[config.mk]
export PLATFORM = sky130hd
export DESIGN_NAME = mips_ex_mem_stage
export DESIGN_NICKNAME = d
export VERILOG_FILES = /design/src/rtl/mips_ex_mem_stage_pkg.sv /design/src/rtl/mips_skid_buffer.sv /design/src/rtl/mips_ex_mem_stage.sv
export SDC_FILE = /design/constraint.sdc
export NUM_CORES = 1
export LEC_CHECK = 0
export ABC_AREA = 1
export CORE_UTILIZATION = 40
export CTS_BUF_LIST = sky130_fd_sc_hd__clkbuf_4 sky130_fd_sc_hd__clkbuf_8
export CTS_CLUSTER_DIAMETER = 120
export DETAILED_ROUTE_END_ITERATION = 6
export HOLD_SLACK_MARGIN = 0.15
export PLACE_DENSITY_LB_ADDON = 0.3
export SYNTH_ARGS = -nofsm -noshare
export SYNTH_HDL_FRONTEND = slang
export SYNTH_SLANG_ARGS = --single-unit
[constraint.sdc]
create_clock -name clk -period 1.8 [get_ports clk]
set_input_delay 0.36 -clock clk [delete_from_list [all_inputs] [get_ports clk]]
set_output_delay 0.36 -clock clk [all_outputs]
set_load 0.005 [all_outputs]
[src/rtl/mips_ex_mem_stage_pkg.sv]
// Shared EX/MEM definitions: default field widths, control-bundle bit positions
// and the skid-buffer state encoding.
package mips_ex_mem_stage_pkg;

  localparam int DATA_W_DEF = 32;
  localparam int REG_W_DEF  = 5;
  localparam int CTRL_W_DEF = 4;

  // Bit positions inside the {regWrite, memToReg, memRead, memWrite} bundle
  localparam int CTRL_REGWRITE = 3;
  localparam int CTRL_MEMTOREG = 2;
  localparam int CTRL_MEMREAD  = 1;
  localparam int CTRL_MEMWRITE = 0;

  // Encoded directly as {mainValid, skidValid}; 2'b01 is unreachable
  typedef enum logic [1:0] {
    SKID_EMPTY = 2'b00,
    SKID_HALF  = 2'b10,
    SKID_FULL  = 2'b11
  } skidState_t;

endpackage

[src/rtl/mips_skid_buffer.sv]
// Generic 2-entry valid/ready skid buffer with flush. The head (main) entry drives
// the outputs; inReady depends only on registered state.
module mips_skid_buffer
  import mips_ex_mem_stage_pkg::*;
#(
  parameter int WIDTH = 8
) (
  input  logic             clk,
  input  logic             rst_n,
  input  logic             flush,
  input  logic             inValid,
  output logic             inReady,
  input  logic [WIDTH-1:0] inData,
  output logic             outValid,
  input  logic             outReady,
  output logic [WIDTH-1:0] outData
);

  skidState_t       stateReg, stateNext;
  logic [WIDTH-1:0] mainReg, skidReg, mainNext;
  logic             loadMain, loadSkid;
  logic             mainValid, skidValid, accept, pop;

  assign mainValid = stateReg[1];
  assign skidValid = stateReg[0];
  assign inReady   = ~skidValid;
  assign outValid  = mainValid;
  assign outData   = mainReg;
  assign accept    = inValid & inReady;
  assign pop       = outValid & outReady;

  always_comb begin
    stateNext = stateReg;
    loadMain  = 1'b0;
    loadSkid  = 1'b0;
    mainNext  = inData;
    if (flush) begin
      stateNext = SKID_EMPTY;
    end else begin
      case (stateReg)
        SKID_EMPTY: if (accept) begin
          stateNext = SKID_HALF;
          loadMain  = 1'b1;
        end
        SKID_HALF: begin
          if (accept && pop) begin
            loadMain = 1'b1;
          end else if (accept) begin
            stateNext = SKID_FULL;
            loadSkid  = 1'b1;
          end else if (pop) begin
            stateNext = SKID_EMPTY;
          end
        end
        SKID_FULL: if (pop) begin
          stateNext = SKID_HALF;
          loadMain  = 1'b1;
          mainNext  = skidReg;
        end
        default: stateNext = SKID_EMPTY;
      endcase
    end
  end

  always_ff @(posedge clk) begin
    if (!rst_n) begin
      stateReg <= SKID_EMPTY;
      mainReg  <= '0;
      skidReg  <= '0;
    end else begin
      stateReg <= stateNext;
      if (loadMain) mainReg <= mainNext;
      if (loadSkid) skidReg <= inData;
    end
  end

`ifndef SYNTHESIS
  skidImpliesMain: assert property (@(posedge clk) disable iff (!rst_n) skidValid |-> mainValid);
`endif

endmodule

[src/rtl/mips_ex_mem_stage.sv]
// EX/MEM pipeline register: sanitises control on capture, buffers through a skid
// buffer and exposes the head entry as a forwarding tap.
module mips_ex_mem_stage
  import mips_ex_mem_stage_pkg::*;
#(
  parameter int DATA_W = DATA_W_DEF,
  parameter int REG_W  = REG_W_DEF,
  parameter int CTRL_W = CTRL_W_DEF
) (
  input  logic              clk,
  input  logic              rst_n,
  input  logic              flush,
  input  logic              inValid,
  output logic              inReady,
  input  logic [DATA_W-1:0] inAluResult,
  input  logic              inZero,
  input  logic [DATA_W-1:0] inStoreData,
  input  logic [REG_W-1:0]  inDestReg,
  input  logic [CTRL_W-1:0] inCtrl,
  output logic              outValid,
  input  logic              outReady,
  output logic [DATA_W-1:0] outAluResult,
  output logic              outZero,
  output logic [DATA_W-1:0] outStoreData,
  output logic [REG_W-1:0]  outDestReg,
  output logic [CTRL_W-1:0] outCtrl,
  output logic              fwdValid,
  output logic [REG_W-1:0]  fwdReg,
  output logic [DATA_W-1:0] fwdData
);

  localparam int PACK_W = 2 * DATA_W + 1 + REG_W + CTRL_W;

  logic [CTRL_W-1:0] ctrlSan;
  logic [PACK_W-1:0] packIn, packOut;

  // $zero is never a write target; a load+store combo degrades to a plain load
  always_comb begin
    ctrlSan                = inCtrl;
    ctrlSan[CTRL_REGWRITE] = inCtrl[CTRL_REGWRITE] & (inDestReg != '0);
    ctrlSan[CTRL_MEMWRITE] = inCtrl[CTRL_MEMWRITE] & ~inCtrl[CTRL_MEMREAD];
  end

  assign packIn = {inAluResult, inZero, inStoreData, inDestReg, ctrlSan};

  mips_skid_buffer #(.WIDTH(PACK_W)) skidBuf (
    .clk      (clk),
    .rst_n    (rst_n),
    .flush    (flush),
    .inValid  (inValid),
    .inReady  (inReady),
    .inData   (packIn),
    .outValid (outValid),
    .outReady (outReady),
    .outData  (packOut)
  );

  assign {outAluResult, outZero, outStoreData, outDestReg, outCtrl} = packOut;

  assign fwdValid = outValid & outCtrl[CTRL_REGWRITE];
  assign fwdReg   = outDestReg;
  assign fwdData  = outAluResult;

`ifndef SYNTHESIS
  noLoadStore: assert property (@(posedge clk) disable iff (!rst_n)
    (inValid && inReady) |-> !(inCtrl[CTRL_MEMREAD] && inCtrl[CTRL_MEMWRITE]));
`endif

endmodule

==> results.cfg, run 1 <==
[global_route]
grt_use_met2_pct = 30.3
met1_usage_pct = 22.4
grt.busiest_layer = met2
antenna_found_initial = 0
grt_pass1_vias = 5550
grt_max_degree = 72
overflow = 0
grt_pass1_wl_um = 26300
grt_usage_pct = 18.4
use_met3_pct = 6.05

[setup_path]
critical_path_arrival_ns = 2.07
r2r_slack_ns = 0.07
cp_max_fo = 66
critPathMaxStageDelay_ns = 0.32
critPathSlowestCell = dfxtp_2
cpLargestDelayFamily = simple AND/OR/NAND/NOR gates
crit_chain = buf_4 -> ha_1 -> nand3_2 -> nand2_1 -> inv_2 -> nand2_1 -> nand2_4 -> buf_12 -> nand2_1 -> nand2_1 -> nor2_1
startpoint_type = flop
crit_top_cell = nand2_1
critPathBufInv = 3
critPathRequiredTime_ns = 2.14
worst_setup_path_end_kind = flop
crit_type = reg -> reg

[sta]
slew_headroom_pct = 77.8
fmax_mhz = 579
slew_viol_final = 0
worstMarginPinSlew_ns = 0.333
rsz0062_at_grt = yes
fin_hold_ws_ns = 0.230
clock-skew-final_ns = 0.0123
period_share_pct = 96.0
hold_violations = 0
finalSetupViolCount = 0
layout_min_cycle_time_ns = 1.73

[placement]
port_buffers = 192
place_area_um2 = 8880
dp_hpwl_um = 10500
place.gp.congestion = 0.774

[logic_synthesis]
synth.area.top_cells = dfxtp_1 43%, nand2_1 16%, nor2_1 12%, inv_1 6.8%, o21ai_0 4.5%
synth_top_area_share_pct = 43.3
ys_types = 19
synth_compound_area_share_pct = 11.9
yosys.area_share.simple_pct = 28.7
synthXorXnorAreaFrac_pct = 0
syn_nets = 1155
synth_top_family_by_area = simple AND/OR/NAND/NOR gates
synth_area_per_cell_um2 = 6.47
ys.warnings.count = 0
yosys.area.top_type = dfxtp_1
muxShareOfSynthArea_pct = 0
synth.ff_latch_count = 150
synth_area_um2 = 6940
synth_adder_area_share_pct = 0.721
ys_seq_area_share_pct = 43.3
synthCells = 1072

[routing]
viasPerCell = 4.49
wl_um = 16200
wire_per_inst_um = 11.3
drt_iter0_drc = 331
num_vias = 6469
drtAntennaViolNets = 0
route.detailed.drc = 0
drtPass1Iterations = 4

[clock_tree]
clock_sinks = 150
clk_pin_slew_worst_paths_ns = 0.08
insertion_delay_ns = 0.45
cts_inserted_buffers = 17
cts_tree = done
cts_buffer_depth = 2
htreeDepth = 4
cts_root_buf = clkbuf_8
hold_buffers = 0

[cells_and_area]
final_nets = 1292
antenna_cells = 0
area_growth_pct = 35.7
final_cell_area_um2 = 9420
drive_gt1_share_pct = 6.22
fillers = 1648

[flow_run]
maxCapViolCount = 0

[die]
die_w_um = 134
ios = 193
rows = 47
die_h_um = 134
initial_core_util_pct = 41.4
die_area_um2 = 17900
coreArea_um2 = 16800

[power]
p_leak_nw = 4.29
combPwrFrac_pct = 17.1
clockPowerShare_pct = 38.6
swShare_pct = 24.7
ir_drop_mv = 0.483
powerDensity_nw_per_um2 = 872
power_frac_seq_pct = 44.3
p_int_mw = 6.19
p_sw_mw = 2.03

[min_path]
hold_class = in -> reg

[run_status]
status = finished, final reports clean
==> timing repair <==
item                       4_1_cts  5_1_grt
gates resized for setup          6        7
cloned                           0        1
setup buffers                    1        0
setup endpoints to repair        3      100
==> power by group through the flow <==
stage	combinational, mW	sequential, mW	clock (mW)
detailed placement	1.40	3.72	0
CTS	1.41	3.64	3.26
finish	1.40	3.64	3.17
global route	1.58	3.67	3.41
global placement	1.39	3.72	0
floorplan	0.718	3.71	0
==> sequential cells by signal, indices dropped and copies added, names as in the netlist <==
signal and cells:
skidBuf.skidReg 74, skidBuf.outData 74, skidBuf.stateReg 2
==> area by class of cell <==
class	count	area, um^2	area share, %
clock buffer	20	269	2.86
clock inverter	12	223	2.36
inverter	131	494	5.25
multi-input combinational	692	2900	30.8
sequential	150	3010	32.0
tap	220	275	2.92
timing repair buffer	217	2250	23.9
==> logic make-up (layout without fill, tap and decap cells) <==
group | after synthesis | after routing
DFF | 150 | 150
adders and majority gates | 4 | 4
buffers and inverters | 230 | 380
and+or+nand+nor | 523 | 523
AOI/OAI and AO/OA | 165 | 165
==> worst register-to-register path: cells and delay by family (launching register included) <==
kind	cells	cell delay [ns]
and+or+nand+nor	7	0.63
buffers and inverters	3	0.44
DFF	1	0.32
adders and majority gates	1	0.22
==> synthesized netlist by cell type <==
cell type,instances
a21oi_1,46
buf_1,2
buf_2,26
buf_4,38
buf_6,4
clkbuf_1,29
dfxtp_1,150
ha_1,4
inv_1,126
inv_2,5
nand2_1,295
nand2_2,1
nand3_1,5
nand3_2,1
nor2_1,219
nor2_4,1
nor3_2,1
o21ai_0,63
o21ai_1,56
==> per-layer routing <==
layer | vias up | wire [um]
met1 | 2844 | 7590
met2 | 140 | 7510
met3 | 14 | 926
met5 | - | 0
met4 | 0 | 200
li1 | 3471 | -
==> through the flow <==
step,util (%),std cells,power (mW),TNS [ns],setup slack [ns]
2_1_floorplan,-,1072,4.43,0,0.162
3_3_place_gp,53.0,1408,5.10,-8.99,-0.0986
3_5_place_dp,53.0,1408,5.12,-11.37,-0.121
4_1_cts,56.0,1441,8.32,0,0.00751
5_1_grt,56.2,1442,8.65,-1.89,-0.0769
6_report,56.2,1442,8.22,0,0.0724
==> placed cells by master (no fill, tap or decap), drive strengths merged <==
cell type / instances
o21ai: 119
dlygate4sd2: 3
buf: 25
clkinv: 3
nor3: 1
nor2: 220
clkbuf: 21
clkdlybuf4s50: 187
dlymetal6s2s: 1
ha: 4
clkinvlp: 2
nand2: 296
inv: 132
nand3: 6
bufinv: 6
dfxtp: 150
a21oi: 46
==> final timing paths <==
kind	start	to	depth (start not counted)
max	skidBuf.stateReg[1]	skidBuf.outData[37]	11
min reg2reg	skidBuf.skidReg[14]	skidBuf.skidReg[14]	2
max reg2reg	skidBuf.stateReg[1]	skidBuf.outData[37]	11
min	rst_n	skidBuf.outData[10]	3
No activity file was read; power rests on OpenSTA's default activity.
==> run 2, diff against run 1 <==
Clock period 1.8 ns to 1.91 ns, I/O delays scaled along.
==> results.cfg, run 2 (same netlist as run 1, synthesis figures left out) <==
[run_status]
status = finished, final reports clean

[sta]
slew_viol_final = 0
hold_violations = 0
period_share_pct = 94.1
fmax_mhz = 556
slew_headroom_pct = 77.8
finalSetupViolCount = 0
clock-skew-final_ns = 0.00802
layout_min_cycle_time_ns = 1.80
worstMarginPinSlew_ns = 0.333
rsz0062_at_grt = no
fin_setup_tns_ns = 0

[cells_and_area]
multiInputGateArea_um2 = 2900
final_cell_mix = 294 x nand2_1, 218 x nor2_1, 190 x clkdlybuf4s50_1
final_common_cell = nand2_1
antenna_cells = 0
fin_util_pct = 54.8
fillers = 1636
seq_area_um2 = 3000
area_growth_pct = 32.3
drive_gt1_share_pct = 5.27
final_nets = 1288

[global_route]
overflow = 0
grt_usage_pct = 18.1
antenna_found_initial = 0
grt_pass1_wl_um = 26200
grt_max_degree = 78
grt_pass1_vias = 5530

[min_path]
hold_class = in -> reg
min_to = skidBuf.outData[12]
min-delay-start = rst_n
hold_depth = 3

[routing]
drt_iter0_drc = 386
route.detailed.drc = 0
num_vias = 6339
drtPass1Iterations = 4
viasPerCell = 4.42
wire_per_inst_um = 11.2
wl_um = 16000
drtAntennaViolNets = 0

[power]
p_sw_mw = 1.84
powerDensity_nw_per_um2 = 743
p_int_mw = 4.98
clockPowerShare_pct = 30.4
power_frac_seq_pct = 50.3
p_leak_nw = 4.16
ir_drop_mv = 0.399
combPwrFrac_pct = 19.3
swShare_pct = 27.0

[clock_tree]
cts_inserted_buffers = 17
insertion_delay_ns = 0.43
cts_tree = done
clk_pin_slew_worst_paths_ns = 0.08
cts_root_buf = clkbuf_8
hold_buffers = 0
cts_buffer_depth = 2
clock_sinks = 150
htreeDepth = 4

[die]
die_h_um = 134
die_area_um2 = 17900
ios = 193
coreArea_um2 = 16800
initial_core_util_pct = 41.4
rows = 47
die_w_um = 134

[placement]
port_buffers = 192
dp_hpwl_um = 10600
place.gp.congestion = 0.772

[setup_path]
reg2reg_depth = 11
crit_type = reg -> out
critPathRequiredTime_ns = 1.53
timing.rr.start = skidBuf.stateReg[0]
worst_setup_path_end_kind = output pin
cp_max_fo = 5
critical_path_arrival_ns = 1.42
r2r-end = skidBuf.outData[46]
startpoint_type = flop
r2r_slack_ns = 0.18

[flow_run]
maxCapViolCount = 0
## run 2: cell count changes in the layout (fill, tap and decap cells not counted), sizes merged
cell,previous run,this run
clkbuf,21,20
clkdlybuf4s50,187,190
dlymetal6s2s,1,0
clkinv,3,7
inv,132,131
dlygate4sd2,3,1
buf,25,22
bufinv,6,0
## run 2: through the flow
step	hold WS [ns]	setup slack [ns]	cell area (um^2)	std cells	power [mW]
final	0.264	0.112	9180	1435	6.82
after global routing	0.230	0.0145	9180	1435	7.23
after CTS	0.221	0.0674	9180	1435	6.92
after global placement	0.433	-0.000660	8850	1405	4.80
after floorplan	0.425	0.272	6940	1072	4.18
after detailed placement	0.439	-0.0425	8850	1405	4.82
## run 2: how the worst max path moves through the flow
stage,start,end,slack (ns)
final,skidBuf.stateReg[0],inReady,0.11
after global routing,skidBuf.stateReg[0],skidBuf.outData[55],0.01
after CTS,skidBuf.stateReg[0],inReady,0.07
after global placement,inValid,skidBuf.skidReg[27],-0.0007
after floorplan,skidBuf.stateReg[1],skidBuf.outData[35],0.27
after detailed placement,inValid,skidBuf.skidReg[29],-0.04
## run 2: routing by layer
layer  vias to the layer above  part of all wire (%)  track usage (%)
met1                      2738                    48             23.1
met2                       137                    46             29.0
met4                         0                  0.90             5.43
met3                        11                   5.4             5.78
met5                         -                     0                0
li1                       3453                     -                -
## run 2: power by group through the flow
stage               Sequential (mW)  Combinational (mW)  Clock (mW)
finish                         3.43                1.32        2.07
global route                   3.45                1.48        2.29
detailed placement             3.51                1.32           0
floorplan                      3.50               0.677           0
CTS                            3.43                1.33        2.16
global placement               3.50                1.30           0
## run 2: cell type report
| class | count | share of cell area, % |
|---|---|---|
| Tap cell | 220 | 3.00 |
| Clock inverter | 9 | 0.627 |
| Multi-Input combinational cell | 692 | 31.6 |
| Inverter | 131 | 5.37 |
| Clock buffer | 20 | 2.86 |
| Sequential cell | 150 | 32.7 |
| Timing Repair Buffer | 213 | 23.8 |
## run 2: timing repair
item                       CTS  global route
setup endpoints to repair    2            11
pin swaps                    0             0
gates resized for setup      2             1
buffers inserted             1             0
## run 2: worst max-delay path: stages (launching register included)
cell and delay (ns):
dfxtp_1 0.37, inv_2 0.11, clkdlybuf4s50_1 0.50
